### src/rtl/id_ex_stage_pkg.sv
// Shared definitions for the ID/EX stage: datapath widths, ALU op codes and
// operand-select encodings.
package id_ex_stage_pkg;

  localparam int XLEN_DEF    = 32;
  localparam int REGADDR_DEF = 5;

  // ALU op codes; bit 3 is don't-care for SLL, PASSB, XOR, OR and AND
  localparam logic [3:0] ALU_ADD   = 4'b0000;
  localparam logic [3:0] ALU_SUB   = 4'b1000;
  localparam logic [3:0] ALU_SLL   = 4'b0001;
  localparam logic [3:0] ALU_SLT   = 4'b0010;
  localparam logic [3:0] ALU_SLTU  = 4'b1010;
  localparam logic [3:0] ALU_PASSB = 4'b0011;
  localparam logic [3:0] ALU_XOR   = 4'b0100;
  localparam logic [3:0] ALU_SRL   = 4'b0101;
  localparam logic [3:0] ALU_SRA   = 4'b1101;
  localparam logic [3:0] ALU_OR    = 4'b0110;
  localparam logic [3:0] ALU_AND   = 4'b0111;

  localparam logic [1:0] SRCA_RS1  = 2'd0;
  localparam logic [1:0] SRCA_PC   = 2'd1;
  localparam logic [1:0] SRCA_ZERO = 2'd2;

  localparam logic [1:0] SRCB_RS2  = 2'd1 - 2'd1;
  localparam logic [1:0] SRCB_IMM  = 2'd1;
  localparam logic [1:0] SRCB_FOUR = 2'd2;

endpackage

### src/rtl/id_ex_stage_fwd_mux.sv
// Priority operand forward: x0 reads zero, then MEM result, then WB result,
// then the value held in the ID/EX entry.
module id_ex_stage_fwd_mux #(
  parameter int XLEN    = 32,
  parameter int REGADDR = 5
) (
  input  logic [REGADDR-1:0] rs,
  input  logic [XLEN-1:0]    held,
  input  logic               mem_regwr,
  input  logic [REGADDR-1:0] mem_rd,
  input  logic [XLEN-1:0]    mem_result,
  input  logic               wb_regwr,
  input  logic [REGADDR-1:0] wb_rd,
  input  logic [XLEN-1:0]    wb_result,
  output logic [XLEN-1:0]    data,
  output logic               wb_hit
);

  logic rs_zero;
  logic mem_hit;

  assign rs_zero = (rs == '0);
  assign mem_hit = mem_regwr & (mem_rd == rs) & ~rs_zero;
  assign wb_hit  = wb_regwr & (wb_rd == rs) & ~rs_zero;

  always_comb begin
    data = held;
    if (rs_zero)      data = '0;
    else if (mem_hit) data = mem_result;
    else if (wb_hit)  data = wb_result;
  end

endmodule

### src/rtl/id_ex_stage.sv
// ID/EX pipeline register: holds the decoded entry, forwards operands from
// MEM/WB, selects ALU inputs, and stalls one cycle on a load-use hazard.
module id_ex_stage
  import id_ex_stage_pkg::*;
#(
  parameter int XLEN    = XLEN_DEF,
  parameter int REGADDR = REGADDR_DEF
) (
  input  logic               clk,
  input  logic               rst,
  input  logic               flush,
  input  logic               id_valid,
  output logic               id_ready,
  input  logic [XLEN-1:0]    id_pc,
  input  logic [REGADDR-1:0] id_rs1,
  input  logic [REGADDR-1:0] id_rs2,
  input  logic [XLEN-1:0]    id_rs1_data,
  input  logic [XLEN-1:0]    id_rs2_data,
  input  logic [XLEN-1:0]    id_imm,
  input  logic [1:0]         id_srca,
  input  logic [1:0]         id_srcb,
  input  logic [3:0]         id_aluctr,
  input  logic [REGADDR-1:0] id_rd,
  input  logic               id_regwr,
  input  logic               id_memrd,
  input  logic               id_memwr,
  input  logic [REGADDR-1:0] mem_rd,
  input  logic               mem_regwr,
  input  logic [XLEN-1:0]    mem_result,
  input  logic [REGADDR-1:0] wb_rd,
  input  logic               wb_regwr,
  input  logic [XLEN-1:0]    wb_result,
  input  logic               ex_ready,
  output logic               ex_valid,
  output logic [XLEN-1:0]    ex_dataa,
  output logic [XLEN-1:0]    ex_datab,
  output logic [3:0]         ex_aluctr,
  output logic [XLEN-1:0]    ex_storedata,
  output logic [XLEN-1:0]    ex_pc,
  output logic [REGADDR-1:0] ex_rd,
  output logic               ex_regwr,
  output logic               ex_memrd,
  output logic               ex_memwr
);

  logic [REGADDR-1:0] rs1_q, rs2_q;
  logic [XLEN-1:0]    rs1_data_q, rs2_data_q, imm_q;
  logic [1:0]         srca_q, srcb_q;
  logic [XLEN-1:0]    rs1_fwd, rs2_fwd;
  logic               rs1_wb_hit, rs2_wb_hit;
  logic               advance, hazard;

  assign advance  = ~ex_valid | ex_ready;
  assign hazard   = ex_valid & ex_memrd & ex_regwr & (ex_rd != '0)
                  & ((ex_rd == id_rs1) | (ex_rd == id_rs2));
  assign id_ready = advance & ~hazard & ~flush;

  always_ff @(posedge clk or posedge rst) begin
    if (rst) begin
      ex_valid   <= 1'b0;
      ex_pc      <= '0;
      rs1_q      <= '0;
      rs2_q      <= '0;
      rs1_data_q <= '0;
      rs2_data_q <= '0;
      imm_q      <= '0;
      srca_q     <= '0;
      srcb_q     <= '0;
      ex_aluctr  <= '0;
      ex_rd      <= '0;
      ex_regwr   <= 1'b0;
      ex_memrd   <= 1'b0;
      ex_memwr   <= 1'b0;
    end else if (flush) begin
      ex_valid <= 1'b0;
    end else if (advance) begin
      // a hazard still loads the fields but marks the slot as a bubble
      ex_valid   <= id_valid & id_ready;
      ex_pc      <= id_pc;
      rs1_q      <= id_rs1;
      rs2_q      <= id_rs2;
      rs1_data_q <= id_rs1_data;
      rs2_data_q <= id_rs2_data;
      imm_q      <= id_imm;
      srca_q     <= id_srca;
      srcb_q     <= id_srcb;
      ex_aluctr  <= id_aluctr;
      ex_rd      <= id_rd;
      ex_regwr   <= id_regwr;
      ex_memrd   <= id_memrd;
      ex_memwr   <= id_memwr;
    end else begin
      // capture WB values while stalled so they outlive the writer
      if (rs1_wb_hit) rs1_data_q <= wb_result;
      if (rs2_wb_hit) rs2_data_q <= wb_result;
    end
  end

  id_ex_stage_fwd_mux #(.XLEN(XLEN), .REGADDR(REGADDR)) u_fwd_rs1 (
    .rs(rs1_q), .held(rs1_data_q),
    .mem_regwr(mem_regwr), .mem_rd(mem_rd), .mem_result(mem_result),
    .wb_regwr(wb_regwr), .wb_rd(wb_rd), .wb_result(wb_result),
    .data(rs1_fwd), .wb_hit(rs1_wb_hit)
  );

  id_ex_stage_fwd_mux #(.XLEN(XLEN), .REGADDR(REGADDR)) u_fwd_rs2 (
    .rs(rs2_q), .held(rs2_data_q),
    .mem_regwr(mem_regwr), .mem_rd(mem_rd), .mem_result(mem_result),
    .wb_regwr(wb_regwr), .wb_rd(wb_rd), .wb_result(wb_result),
    .data(rs2_fwd), .wb_hit(rs2_wb_hit)
  );

  always_comb begin
    ex_dataa = '0;
    case (srca_q)
      SRCA_RS1: ex_dataa = rs1_fwd;
      SRCA_PC:  ex_dataa = ex_pc;
      default:  ex_dataa = '0;
    endcase
  end

  always_comb begin
    ex_datab = '0;
    case (srcb_q)
      SRCB_RS2:  ex_datab = rs2_fwd;
      SRCB_IMM:  ex_datab = imm_q;
      SRCB_FOUR: ex_datab = XLEN'(4);
      default:   ex_datab = '0;
    endcase
  end

  assign ex_storedata = rs2_fwd;

endmodule

### config.mk
export PLATFORM = sky130hd
export DESIGN_NAME = id_ex_stage
export DESIGN_NICKNAME = d
export VERILOG_FILES = /design/src/rtl/id_ex_stage_pkg.sv /design/src/rtl/id_ex_stage_fwd_mux.sv /design/src/rtl/id_ex_stage.sv
export SDC_FILE = /design/constraint.sdc
export NUM_CORES = 1
export LEC_CHECK = 0
export BUFFER_PORTS_ARGS = -buffer_cell sky130_fd_sc_hd__buf_2
export CAP_MARGIN = 20
export CELL_PAD_IN_SITES_DETAIL_PLACEMENT = 0
export CELL_PAD_IN_SITES_GLOBAL_PLACEMENT = 1
export CORE_MARGIN = 3
export CORE_UTILIZATION = 38
export DETAILED_ROUTE_END_ITERATION = 10
export HOLD_SLACK_MARGIN = 0.06
export PLACE_DENSITY_LB_ADDON = 0.1
export SYNTH_ARGS = -nofsm -noshare
export SYNTH_HDL_FRONTEND = slang
export SYNTH_SLANG_ARGS = --single-unit
### constraint.sdc
create_clock -name clk -period 8.55 [get_ports clk]
set_clock_uncertainty 0.15 [all_clocks]
set_input_delay 0.4275 -clock clk [delete_from_list [all_inputs] [get_ports clk]]
set_output_delay 0.4275 -clock clk [all_outputs]
set_load 0.01 [all_outputs]
# ---- After elaboration in Yosys (flattened, before gate mapping)
# Index checks and enable logic that the tools add are counted.
dict set report word_totals {
  regBits 155
  input_bits 235
  output_inout_bits 142
  elab_cells 64
}
dict set report op_classes {
  n_eq_ne 9
  mux 12
  bitwise_logic 22
  reduce_logical 7
}
# operator count
set ops {}
lappend ops {{two-way mux 32 bit} 8}
lappend ops {{one-hot mux 32 bit (3 select lines)} 1}
lappend ops {{one-hot mux 32 bit (2 select lines)} 1}
lappend ops {{== test 5 bit} 6}
lappend ops {{AND 1 bit} 15}
lappend ops {{logical NOT 5 bit} 2}
lappend ops {{inverter 1 bit} 5}
lappend ops {{nonzero test 5 bit} 1}
lappend ops {{== test 2 x 1 -> 1 bit, second input constant} 2}
lappend ops {{logical NOT 2 bit} 2}
lappend ops {{== test 2 bit, second input constant} 1}
lappend ops {{two-way mux 1 bit} 2}
lappend ops {{OR 1 bit} 2}
lappend ops {{AND reduction 2 bit} 1}
lappend ops {{nonzero test 2 bit} 1}

# ---- Longest topological paths before layout
# Gate-level depths: netlist (run 1).
dict set report depth {
  depth_word 10
  depth_mapped 8
  depth_no_buf 5
}

# ---- Cells and area by module
# From an unflattened synthesis (run 1), not the netlist that was laid out.
dict set report unflattened {
  hier_cells 1024
  area_unflattened_um2 9481.6
}
# mod instances cells_per_inst area_per_inst_um2
set modules_own_cells {}
lappend modules_own_cells {id_ex_stage 1 674 7374.6}
lappend modules_own_cells {id_ex_stage_fwd_mux 2 175 1053.5}

# ---- Worst setup path before layout (run 1)
# OpenSTA, ideal clock, no wires.
dict set report synth_timing {
  kind {register to output}
  start {register rs2_q[0]}
  end {output port ex_storedata[2]}
  t_arrival_ps 1898
  required_time_ps 7973
  slack_ps 6074
  path_stages_with_launch 8
  path_buffers 2
  cell_sequence {dfrtp_1 or4_4 o211ai_2 or2_1 buf_4 buf_4 nand2_1 a31oi_1}
}
dict set report synth_between {
  elab_chain_len 6
  word_cells_on_any_way 11
}
# item line_no
set synth_lines {}
lappend synth_lines {{start, declared} id_ex_stage.sv:46} ;# logic [REGADDR-1:0] rs1_q, rs2_q;
lappend synth_lines {{start signal, assigned} id_ex_stage.sv:81} ;# rs2_q <= id_rs2;
lappend synth_lines {{== test 5 bit or logical NOT 5 bit (tied branches)} {id_ex_stage_fwd_mux.sv:24, id_ex_stage_fwd_mux.sv:22}}
lappend synth_lines {{AND 1 bit or inverter 1 bit (tied branches)} {id_ex_stage_fwd_mux.sv:24, id_ex_stage_fwd_mux.sv:23}}
lappend synth_lines {{AND 1 bit} id_ex_stage_fwd_mux.sv:24} ;# assign wb_hit = wb_regwr & (wb_rd == rs) & ~rs_zero;
lappend synth_lines {{two-way mux 32 bit} id_ex_stage_fwd_mux.sv:30} ;# else if (wb_hit) data = wb_result;
lappend synth_lines {{two-way mux 32 bit} id_ex_stage_fwd_mux.sv:29} ;# else if (mem_hit) data = mem_result;
lappend synth_lines {{two-way mux 32 bit (*)} id_ex_stage_fwd_mux.sv:28} ;# if (rs_zero) data = '0;
lappend synth_lines {{end, declared} id_ex_stage.sv:38} ;# output logic [XLEN-1:0] ex_storedata,
# Mark *: on every way between the ends. The rest lies on a longest branch, timed or not.

# ---- Worst setup path in the final report (run 1)
dict set report layout_timing {
  start {register rs1_q[0]}
  end {output port ex_dataa[0]}
}
dict set report layout_between {
  elab_chain_len 7
  word_cells_on_any_way 12
}
# item line_no
set layout_lines {}
lappend layout_lines {{start, declared} id_ex_stage.sv:46}
lappend layout_lines {{start signal, assigned} id_ex_stage.sv:80} ;# rs1_q <= id_rs1;
lappend layout_lines {{== test 5 bit or logical NOT 5 bit (tied branches)} {id_ex_stage_fwd_mux.sv:24, id_ex_stage_fwd_mux.sv:22}}
lappend layout_lines {{AND 1 bit or inverter 1 bit (tied branches)} {id_ex_stage_fwd_mux.sv:24, id_ex_stage_fwd_mux.sv:23}}
lappend layout_lines {{AND 1 bit} id_ex_stage_fwd_mux.sv:24}
lappend layout_lines {{two-way mux 32 bit} -}
lappend layout_lines {{two-way mux 32 bit} id_ex_stage_fwd_mux.sv:29}
lappend layout_lines {{two-way mux 32 bit (*)} id_ex_stage_fwd_mux.sv:28}
lappend layout_lines {{one-hot mux 32 bit (2 select lines) (*)} id_ex_stage.sv:115} ;# case (srca_q)
lappend layout_lines {{end, declared} id_ex_stage.sv:35} ;# output logic [XLEN-1:0] ex_dataa,
# Marked as above.

==> results of run 1 <==
## cells in the final DEF (no fill, tap or decap), types with 2 or more instances in the layout
| master | count |
|---|---|
| a31oi_1 | 33 |
| nor3_1 | 34 |
| buf_4 | 18 |
| or2_2 | 2 |
| nand3_1 | 3 |
| nor2b_4 | 2 |
| o21ai_1 | 43 |
| o22a_1 | 32 |
| dfrtp_1 | 155 |
| o22ai_1 | 33 |
| inv_8 | 6 |
| a211oi_4 | 2 |
| xnor2_1 | 18 |
| a21oi_1 | 33 |
| inv_1 | 65 |
| nor4_1 | 2 |
| nand2b_1 | 2 |
| nand4_1 | 2 |
| diode_2 | 5 |
| nor3_2 | 2 |
| o21ai_0 | 147 |
| a211oi_1 | 95 |
| xor2_1 | 12 |
| nor2_1 | 65 |
| inv_6 | 5 |
| nand2_1 | 68 |
| bufinv_16 | 2 |
| dlygate4sd3_1 | 16 |
| mux2_2 | 89 |
| clkinv_8 | 2 |
| clkbuf_16 | 17 |
| buf_2 | 376 |
## flip-flops by register name, summed over array words and instances, names as in the netlist
register    count
imm_q          32
ex_valid        1
ex_aluctr       4
rs1_data_q     32
ex_memrd        1
ex_rd           5
rs2_q           5
srcb_q          2
rs1_q           5
rs2_data_q     32
ex_memwr        1
ex_regwr        1
ex_pc          32
srca_q          2
## metrics by stage
step	hold slack, ns	cell area (um^2)
after global placement	0.3361	11310
final	0.07113	12140
after CTS	0.06093	12130
after global routing	0.06352	12140
after detailed placement	0.3447	11340
after floorplan	0.3109	9253
## final cells by class
type	count	share of cell area
diodes	5	0.001031
multi-input cells	735	0.3921
inverters	67	0.02113
clock buffers	17	0.03504
flip-flops and latches	155	0.3195
well taps	319	0.03288
clock inverters	15	0.01670
repair buffers	411	0.1816
## power by group through the flow
stage               clock network (mW)  logic [mW]  registers, mW
finish                           0.826       0.721          0.894
global route                     0.866       0.782          0.904
CTS                              0.839       0.719          0.892
detailed placement                   0       0.710          0.906
global placement                     0       0.705          0.905
floorplan                            0       0.390          0.897
## worst max-delay path by stage
stage	startpoint	end	slack (ns)	cells after the start
floorplan	rst	ex_aluctr[0]	3.79	1
global placement	rs1_q[0]	ex_dataa[0]	4.57	8
detailed placement	rs1_q[0]	ex_dataa[0]	4.61	8
CTS	rs1_q[0]	ex_dataa[0]	4.09	8
global route	rs1_q[0]	ex_dataa[0]	3.87	8
finish	rs1_q[0]	ex_dataa[0]	4.07	8
## kinds of logic (layout without fill, tap and decap cells)
family | after synthesis | after routing | share of synthesized area
multiplexers | 89 | 89 | 0.1083
XOR/XNOR | 30 | 30 | 0.02840
AND/OR/NAND/NOR | 192 | 192 | 0.08898
buffers and inverters | 164 | 510 | 0.07356
AO/OA/AOI/OAI | 424 | 424 | 0.2815
flip-flops | 155 | 155 | 0.4192
other | 0 | 5 | 0
## routing by layer
| layer | part of all wire | global-route usage | wire [um] | vias up |
|---|---|---|---|---|
| li1 | - | - | - | 4506 |
| met3 | 0.092 | 0.07600 | 3703 | 59 |
| met4 | 0.016 | 0.07135 | 629 | 18 |
| met2 | 0.44 | 0.4310 | 17660 | 483 |
| met1 | 0.45 | 0.4371 | 18030 | 4770 |
| met5 | 0.0027 | 0 | 110 | - |
## worst max-delay path: stages (launching register included)
cell and delay [ns]:
dfrtp_1 0.44, nor4_1 0.81, a211oi_4 0.17, buf_4 0.31, and2_2 0.30, buf_4 0.33
a211oi_1 0.69, o21ai_0 0.22, buf_2 0.18
==> impl_results.md, run 1 <==
* Fmax at ~0.22 GHz
* TritonCTS clock tree: built
* Max-slew headroom at 0.3390
* Final setup viols at 0
* Flop pwr share at 0.366
* Initial DRC count at 995
* Initial antenna violation count at 13
* Fin Setup TNS at 0 ns
* Final Non-Filler Cells at between 1.5k and 2k
* DRC at 0
* Commonest cells in the netlist: 155 x dfrtp_1, 147 x o21ai_0, 96 x a211oi_1, 89 x mux2_2
* Leakage Power at approximately 5.4 nW
* Synth Register Bits at around 160
* Footprint of the multi-input gates at around 4800 um^2
* DRT antenna net count at 0
* RSZ-0062 raised after global routing: no
* Cell Area, Synth at roughly 9000 um^2
* Clk_lat worst skew at roughly 0.44 ns
* Post-synth top area cell: dfrtp_1
* CTS root buf: clkbuf_16
* Max FO, Critical Path at 55
* DIE AREA at between 20000 and 30000 um^2
* Largest net degree at the start of global routing at 98
* Cts bufs inserted at 17
* Initial core utilization at 0.3907
* Routability Congestion at ~0.9
* Area Overhead vs Synth at 31.21%
* Tcrit/Tclk final at 0.5235
* Sequential-to-total area share from yosys stat at 0.4192
* Layout cell share with drive strength beyond 1 at 0.3814
* Vias in the first global route at between 9k and 10k
* Power Dens Cells at approximately 200 nW/um^2
* Switching Fraction at 0.3584
* Top cells by area, synth: dfrtp_1 42%, mux2_2 11%, o21ai_0 8.0%
* Final Core Density at 0.5126
* HPWL Detailed at a little under 30000 um
* IO Count at ~380
* Status: complete, no violations
* Post-CTS Hold Buffers at 16
* Min-Delay Endpoint: ex_pc[22]
* Worst EP arrival at slightly below 4 ns
* HP Class: input pin to flop
* Core footprint at approximately 24000 um^2
* Hold depth at 2
* Crit end category: output pin
* Fillers at roughly 2.4k
* Critical R2R Launch: rs2_q[0]
* Placed Cells at about 1.7k
* Post-synth EDFFs at 0
* Clock period minus worst slack at 4.476 ns
* Global-route wire length before repair at around 59000 um
* Gate power share at 0.295
* Startpoint Class: flop
* Syn. warnings at 0
* DRT Wirelength at 40140 um
* Row count at 56
* Psw at between 800 and 900 uW
* Cell internal pwr at 1.566 mW
* VDD IR max at roughly 120 uV
* H-tree lvl count at 4
* Seq. cell area at roughly 3900 um^2
* Most frequent cell after synthesis: dfrtp_1
* Clock share of power at 0.338
* Total track usage at 0.2950
* R2r setup slk at 4.81 ns
* Setup bufs post-CTS at 0
* Wire per inst at between 20 and 25 um
* Clock-pin slew on the worst setup and hold paths at roughly 0.08 ns
* Synth Instances at 1054
* Detailed-route via count at roughly 9.8k
* Post-Syn Nets at 1289
* Req. time, crit path at approximately 8 ns
* CP Class: flop to output pin
* TritonRoute pass-1 iters at 6
* Post-CTS sizing at 0
* Die W at roughly 160 um
* CTS max path bufs at 2
* Max Cap Viol at 0
* Dpl ws at between 4 and 5 ns
* Total Power at ~2.4 mW
* Final WS setup at around 4 ns
* Worst-margin pin slew at 0.9901 ns
* Nets at approximately 1.6k
* Main flop type after synthesis: dfrtp_1
* Max Slew Vio Count at 0
* Ys async rst share at 1.000
* Die Y at approximately 160 um
* Vias per inst at ~5.7
* Aggregate global routing overflow at 0
* Syn_area_per_cell at between 8 and 9 um^2
* Worst Reg-to-Reg Cells at 7
* Num Clock Sinks at between 150 and 200
* Number of I/O port buffers at 376
* Area share of the largest cell type after synthesis at 0.4192
* Synth cell types at 39
* Worst reg2reg path endpoint: rs2_data_q[1]
* Hold Path Origin: id_pc[22]
* Final Hold Viols at 0
(Power assumes the default switching activity.)
==> run 2: changes to the inputs <==
- CORE_UTILIZATION: 38 -> 32
- clock period: 8.55 -> 4.1 ns (I/O delays scaled with it)
==> impl_results.md, run 2 (synthesis results as in run 1) <==
* RSZ-0062 raised after global routing: no
* Detailed-route via count at 10.54k
* Fmax at about 0.27 GHz
* Worst path top cell family by delay: compound AO/OA/AOI/OAI gates
* Clk_lat worst skew at 0.43 ns
* Startpoint Class: flop
* Total track usage at 0.2782
* R2r setup slk at 0.60 ns
* Leakage Power at a little over 6 nW
* Placed Area at about 11000 um^2
* Cts bufs inserted at 17
* Tcrit/Tclk final at 0.8982
* Fin Setup TNS at 0 ns
* Global-route wire length before repair at 65720 um
* Core footprint at about 28000 um^2
* Final setup viols at 0
* Power Dens Cells at between 300 and 400 nW/um^2
* DRT antenna net count at 0
* TritonCTS clock tree: built
* Max-slew headroom at 0.2826
* Setup bufs post-CTS at 0
* Critical path cell sequence: or4_4, o211ai_4, buf_4, nor3_1, a211oi_1, o21ai_1, buf_2
* Final Hold Viols at 0
* Die Y at approximately 180 um
* Hold Path Origin: id_rs2_data[3]
* Max Cap Viol at 0
* Worst EP arrival at ~3.3 ns
* H-tree lvl count at 4
* CP max stage cell: a211oi_1
* Total Power at 5.213 mW
* CTS root buf: clkbuf_16
* CP max stage delay at around 0.7 ns
* CTS max path bufs at 2
* Num Clock Sinks at roughly 160
* Vias in the first global route at 10.49k
* Row count at 61
* Req. time, crit path at between 3 and 4 ns
* Initial core utilization at 0.3285
* Wire per inst at ~23 um
* CP Class: flop to output pin
* HP Class: input pin to flop
* Clock period minus worst slack at 3.683 ns
* Placed Cells at about 1.7k
* Status: complete, no violations
* Fin area at roughly 14000 um^2
* Vias per inst at roughly 5.4
* Crit end category: output pin
* Die W at around 180 um
* DRT Wirelength at between 40000 and 50000 um
* IO Count at 377
* DIE AREA at 30990 um^2
* Initial DRC count at 967
* Most frequent cells in the layout: 376 x buf_2, 175 x dlygate4sd3_1, 155 x dfrtp_1
* Critical R2R Launch: rs1_q[0]
* Initial antenna violation count at 5
* Number of I/O port buffers at about 380
* Nets at about 1.8k
* Final Non-Filler Cells at 1947
* Max Slew Vio Count at 0
* Largest net degree at the start of global routing at 66
* VDD IR max at 215.6 uV
* Aggregate global routing overflow at 0
* Clock-pin slew on the worst setup and hold paths at 0.07 ns
* DRC at 0
* Layout cell share with drive strength beyond 1 at 0.3459
* Most common cell after layout, fill and taps aside: buf_2
* HPWL Detailed at about 32000 um
* Fillers at approximately 2.8k
* Max FO, Critical Path at 32
* Worst-margin pin slew at roughly 1.1 ns
* TritonRoute pass-1 iters at 5
* CP bufs+invs at 2
* Area Overhead vs Synth at 49.57%
* Routability Congestion at 0.8820
* Crit. Startpoint: rs2_q[0]
==> run 2: where the power goes <==
group / total, mW / leakage (nW) / internal, mW / switching, mW
clock network: 1.65 / 0.295 / 0.885 / 0.770
registers: 1.85 / 1.81 / 1.72 / 0.133
logic: 1.71 / 4.05 / 0.735 / 0.972
total: 5.21 / 6.15 / 3.34 / 1.87
==> run 2: final timing paths <==
kind                            cells after the start        endpoint
max in group asynchronous                           4       ex_pc[13]
min in group asynchronous                           3       imm_q[26]
worst min-delay path                                4   rs2_data_q[3]
worst min register to register                      1    ex_aluctr[3]
worst max register to register                      7  rs1_data_q[15]
worst max-delay path                                7    ex_datab[14]
==> run 2: area by class of cell <==
cell class	count	area, um^2	area share
multi-input cells	735	4773	0.3449
flip-flops and latches	155	3879	0.2803
repair buffers	578	3865	0.2793
diodes	2	5.005	0.0003616
well taps	378	473.0	0.03417
clock buffers	18	439.2	0.03173
inverters	67	255.2	0.01844
clock inverters	14	150.1	0.01085
==> run 2: repair_timing <==
item,in CTS,in global routing
resized for setup,0,0
hold buffers,175,0
endpoints found under the hold margin,248,0
==> run 2: worst register-to-register path, cell delays in order (launching register included) <==
cell	delay (ns)
dfrtp_1	0.43
nor4_1	0.80
a211oi_4	0.13
and2_2	0.51
buf_4	0.37
a211oi_1	0.27
o22ai_1	0.12
dlygate4sd3_1	0.60
==> run 2: routing by layer <==
| layer | up-vias | part of all wire | global-route usage |
|---|---|---|---|
| li1 | 4834 | - | - |
| met1 | 5149 | 0.46 | 0.4030 |
| met2 | 502 | 0.44 | 0.4200 |
| met3 | 52 | 0.086 | 0.07032 |
| met4 | 6 | 0.019 | 0.06005 |
| met5 | - | 0.00065 | 0 |
==> run 2: through the flow <==
step             util  worst slack (ns)  hold WS, ns
3_5_place_dp   0.4077            0.9564     0.005715
3_3_place_gp   0.4070            0.9671     0.001177
4_1_cts        0.4908            0.4562      0.06115
6_report       0.4914            0.4172      0.07881
5_1_grt        0.4914            0.3288      0.07965
2_1_floorplan       -             1.786       0.1718
